### config.mk
export PLATFORM = sky130hd
export DESIGN_NAME = perf_counter_bank
export DESIGN_NICKNAME = d
export VERILOG_FILES = /design/src/rtl/perf_counter_bank_pkg.sv /design/src/rtl/perf_counter_cell.sv /design/src/rtl/perf_counter_bank.sv
export SDC_FILE = /design/constraint.sdc
export NUM_CORES = 1
export LEC_CHECK = 0
export CORE_ASPECT_RATIO = 1.1
export CORE_MARGIN = 2
export CORE_UTILIZATION = 48
export DETAILED_ROUTE_END_ITERATION = 10
export PLACE_DENSITY = 0.69
export SETUP_SLACK_MARGIN = 0.05
export SLEW_MARGIN = 20
export SYNTH_ARGS = -nofsm -noshare
export SYNTH_HDL_FRONTEND = slang
export SYNTH_SLANG_ARGS = --single-unit
### constraint.sdc
create_clock -name clock -period 7.9 [get_ports clock]
set_clock_uncertainty 0.15 [all_clocks]
set_input_delay 1.185 -clock clock [delete_from_list [all_inputs] [get_ports clock]]
set_output_delay 1.185 -clock clock [all_outputs]
set_load 0.02 [all_outputs]
### src/rtl/perf_counter_bank_pkg.sv
// Shared types and defaults for the performance counter bank.
// Build option: PERF_SATURATE_EN selects saturating counters (default wraps).
package perf_pkg;

  typedef enum logic [1:0] {
    IDLE = 2'd0,
    RUN  = 2'd1,
    DONE = 2'd2
  } state_e;

  localparam int DEF_NUM_CH   = 4;
  localparam int DEF_CNT_W    = 32;
  localparam int DEF_INC_W    = 4;
  localparam int DEF_HALT_ADJ = 8;

  // Select must also reach the extra cycle-counter slot at index n.
  function automatic int sel_w(input int n);
    return (n < 1) ? 1 : $clog2(n + 1);
  endfunction

endpackage

### src/rtl/perf_counter_cell.sv
// One event counter: widened add, wrap or saturate, sticky carry, optional clamped halt adjust.
// Build option: PERF_SATURATE_EN pins an overflowing count at all-ones.
module perf_counter_cell #(
  parameter int CNT_W = 32,
  parameter int INC_W = 4,
  parameter int ADJ   = 0
) (
  input  logic             clock,
  input  logic             reset,
  input  logic             clear,
  input  logic             en,
  input  logic             adj_en,
  input  logic [INC_W-1:0] inc,
  output logic [CNT_W-1:0] cnt,
  output logic             ovf
);

  localparam logic [CNT_W-1:0] ADJ_V = CNT_W'(ADJ);

  logic [CNT_W:0]   sum;
  logic [CNT_W-1:0] added;
  logic [CNT_W-1:0] nxt;

  always_comb begin
    sum = {1'b0, cnt} + (CNT_W + 1)'(inc);
`ifdef PERF_SATURATE_EN
    added = sum[CNT_W] ? '1 : sum[CNT_W-1:0];
`else
    added = sum[CNT_W-1:0];
`endif
    nxt = added;
    // Drain correction happens after the add so the halt cycle still counts.
    if (adj_en) nxt = (added > ADJ_V) ? added - ADJ_V : '0;
  end

  always_ff @(posedge clock) begin
    if (reset || clear) begin
      cnt <= '0;
      ovf <= 1'b0;
    end else if (en) begin
      cnt <= nxt;
      ovf <= ovf | sum[CNT_W];
    end
  end

endmodule

### src/rtl/perf_counter_bank.sv
// Event statistics bank: IDLE/RUN/DONE control, NUM_CH weighted channels plus a cycle counter.
// Build option: PERF_SATURATE_EN (saturate on overflow instead of wrapping).
module perf_counter_bank
  import perf_pkg::*;
#(
  parameter int NUM_CH   = DEF_NUM_CH,
  parameter int CNT_W    = DEF_CNT_W,
  parameter int INC_W    = DEF_INC_W,
  parameter int HALT_ADJ = DEF_HALT_ADJ,
  localparam int SEL_W   = sel_w(NUM_CH)
) (
  input  logic                    clock,
  input  logic                    reset,
  input  logic                    start,
  input  logic                    halt,
  input  logic                    clear,
  input  logic [NUM_CH*INC_W-1:0] ev_inc,
  input  logic [SEL_W-1:0]        rd_sel,
  output logic [CNT_W-1:0]        rd_data,
  output logic [NUM_CH:0]         ovf,
  output logic                    running,
  output logic                    done
);

  state_e                    state;
  logic                      cnt_en;
  logic                      halt_adj;
  logic [NUM_CH:0][CNT_W-1:0] cnt;
  logic [CNT_W-1:0]          rd_mux;

  assign running  = (state == RUN);
  assign done     = (state == DONE);
  assign cnt_en   = running && !clear;
  assign halt_adj = cnt_en && halt;

  always_ff @(posedge clock) begin
    if (reset || clear) begin
      state <= IDLE;
    end else begin
      case (state)
        IDLE:    if (start) state <= RUN;
        RUN:     if (halt) state <= DONE;
        DONE:    state <= DONE;
        default: state <= IDLE;
      endcase
    end
  end

  for (genvar i = 0; i < NUM_CH; i++) begin : g_ch
    perf_counter_cell #(
      .CNT_W (CNT_W),
      .INC_W (INC_W),
      .ADJ   ((i == 0) ? HALT_ADJ : 0)
    ) u_cell (
      .clock  (clock),
      .reset  (reset),
      .clear  (clear),
      .en     (cnt_en),
      .adj_en ((i == 0) ? halt_adj : 1'b0),
      .inc    (ev_inc[i*INC_W +: INC_W]),
      .cnt    (cnt[i]),
      .ovf    (ovf[i])
    );
  end

  perf_counter_cell #(
    .CNT_W (CNT_W),
    .INC_W (1),
    .ADJ   (0)
  ) u_cyc (
    .clock  (clock),
    .reset  (reset),
    .clear  (clear),
    .en     (cnt_en),
    .adj_en (1'b0),
    .inc    (1'b1),
    .cnt    (cnt[NUM_CH]),
    .ovf    (ovf[NUM_CH])
  );

  // Out-of-range selects fall through to zero.
  always_comb begin
    rd_mux = '0;
    for (int i = 0; i <= NUM_CH; i++)
      if (rd_sel == SEL_W'(i)) rd_mux = cnt[i];
  end

  always_ff @(posedge clock) begin
    if (reset) rd_data <= '0;
    else       rd_data <= rd_mux;
  end

endmodule

==> qor.csv <==
metric;value;unit
status;completed;
layout_commonest_cell;nor2_1;
p_comb_share;6.7;%
max_freq;0.187;GHz
start_util;49.0;%
cp-end-kind;register;
cts_hold_buf;0;
antenna_left;0;
hpwlAfterDp;19300;um
grt_max_degree;83;
grt_pass1_wl;45300;um
placed_cell_area;12000;sq um
hold_end;g_ch[1].u_cell.ovf;
ys_types;78;
ys.flop_type;dfxtp_1;
clkPwrFrac;43.5;%
antenna_found_initial;0;
rows;58;
clock-sinks;199;
drc;0;
coreArea;23000;sq um
cts-root-buf;clkbuf_16;
yosysWarnings;0;
vias;9739;
die_w;150;um
min_period_over_period;67.6;%
synth_nets;1423;
synthCells;1374;
finalNonFillerCells;1692;
critPathArrivalTime;5.55;ns
rsz0062_at_grt;false;
clock_path_buffers;2;
rrSetupSlack;3.40;ns
ys_seq_area_share;35.3;%
r2r-end;g_ch[0].u_cell.cnt[13];
port_buffers;62;
placedCellCount;1660;
cts.reportedPaths.clkPinSlew;0.08;ns
required;8.12;ns
criticalPathCategory;in2reg;
hold-path-cell-count;2;
async_reset_ff_share;0;%
first_pass_iters;5;
synth_edf_count;0;
hold_viol;0;
io_pins;63;
final_cell_mix;nor2_1, dfxtp_1, nand2_1;
viasPerCell;5.76;
syn2layout_area_growth;11.6;%
seqPwrFrac;49.7;%
hold_path.class;reg2reg;
p_sw_share;26.5;%
worst_pin_slew;0.921;ns
grt_usage;22.6;%
cts_inserted_buffers;17;
hold_start;g_ch[1].u_cell.ovf;
maxCapViolations;0;
grt-ovfl-total;0;
layout-drive-gt1-share;6.25;%
final.min_clock_period;5.34;ns
p_total;0.00204;W
drt-total-wl;27500;um
post_cts_resized;0;
synth-seq-cells;199;
setup_viol;0;
drtIter0Drc;739;
globalplace.congestion;0.939;
ff2ff_path_depth;14;
final_util;54.7;%
die-area;24700;sq um
r2r_start;g_ch[0].u_cell.cnt[0];
internal_power;0.00150;W
clk_latency;0.44;ns
cp-start-kind;input pin;
n_antenna_cell;0;
cts_tree;done;
fin_nets;1428;
grt_pass1_vias;9103;
slew_headroom;38.2;%
slew_viol_final;0;
crit_fanout;9;
wl_per_cell;16.2;um
postLayoutCellArea;12600;sq um
irDropWorstVdd;0.134;mV
synth_area;11300;sq um
post-cts-setup-buffers;0;
p_per_area;162;nW/um^2
power.switching;0.000539;W
die_y;165;um
power.leakage;4.33;nW
nFillCells;2123;
syn_area_per_cell;8.21;sq um
h-tree-depth;4;
setup_tns;0;ns
[state kept, by name, summed over array words and instances (netlist names)]
| name | flops |
|---|---|
| u_cyc.ovf | 1 |
| g_ch.u_cell.cnt | 128 |
| g_ch.u_cell.ovf | 4 |
| state | 2 |
| rd_data | 32 |
| u_cyc.cnt | 32 |
[cell usage after synthesis, types with 26 or more instances]
cell type	count	area, sq um
nor2_1	206	773
inv_1	29	109
nand4_1	31	194
xor2_1	76	666
nand2_1	116	435
nand3_1	64	320
xnor2_1	54	473
dfxtp_1	199	3980
clkbuf_1	51	191
a21oi_1	44	220
o21ai_0	87	435
nor3_1	26	130
and3_1	27	169
a221o_1	30	300
mux2i_1	52	521
[final cells by class]
class,count,area (sq um),area share [%]
Multi-Input combinational cell,1056,6800,54.0
Sequential cell,199,3980,31.6
Clock inverter,14,173,1.37
Inverter,31,116,0.924
Timing Repair Buffer,74,706,5.60
Clock buffer,18,439,3.49
Tap cell,300,375,2.98
[critical path: stages]
cell and delay, ns:
clkdlybuf4s50_1 0.41, ha_1 0.25, fa_1 0.45, a211oi_2 0.57, nor2_1 0.34, xnor2_1 0.28, ha_1 0.17, and3_1 0.18
nand3_1 0.11, a211oi_2 0.33, and2_1 0.32, nand2_1 0.14, xnor2_1 0.17, or4b_1 0.47, a31oi_1 0.16
[logic make-up after synthesis]
kind of cell	share of synthesized area (%)
AO/OA/AOI/OAI	15.0
buffers and inverters	4.56
XOR/XNOR	10.1
flip-flops	35.3
AND/OR/NAND/NOR	26.8
multiplexers	5.21
adder cells (fa/ha/maj)	3.04
[power groups by stage]
| stage | Combinational [W] | Sequential [W] | Clock, W |
|---|---|---|---|
| floorplan | 0.0000873 | 0.00104 | 0 |
| global placement | 0.000135 | 0.00104 | 0 |
| detailed placement | 0.000137 | 0.00104 | 0 |
| CTS | 0.000137 | 0.00101 | 0.000904 |
| global route | 0.000151 | 0.00101 | 0.000934 |
| finish | 0.000137 | 0.00101 | 0.000887 |
[layer usage]
layer	vias up	wire length [um]	part of all wire (%)	global-route usage (%)
met1	4617	12900	47	30.3
met3	44	890	3.2	2.73
met4	0	689	2.5	7.42
li1	4870	-	-	-
met5	-	0	0	0
met2	208	13000	47	37.8
[how the worst max path moves through the flow]
| stage | start | end | slack (ns) | cells after the start |
|---|---|---|---|---|
| 2_1_floorplan | ev_inc[0] | g_ch[0].u_cell.cnt[13] | 3.20 | 14 |
| 3_5_place_dp | ev_inc[0] | g_ch[0].u_cell.cnt[13] | 2.23 | 15 |
| 6_report | ev_inc[0] | g_ch[0].u_cell.cnt[13] | 2.56 | 15 |
| 5_1_grt | ev_inc[0] | g_ch[0].u_cell.cnt[27] | 2.32 | 15 |
| 4_1_cts | ev_inc[0] | g_ch[0].u_cell.cnt[13] | 2.67 | 15 |
| 3_3_place_gp | ev_inc[0] | g_ch[0].u_cell.cnt[13] | 2.32 | 15 |
[per-stage QoR]
step           setup WS [ns]  hold slack [ns]
3_5_place_dp            2.23            0.311
5_1_grt                 2.32            0.369
6_report                2.56            0.327
3_3_place_gp            2.32            0.307
2_1_floorplan           3.20            0.288
4_1_cts                 2.67            0.332
Note: power is estimated with default switching activity, not from simulation.
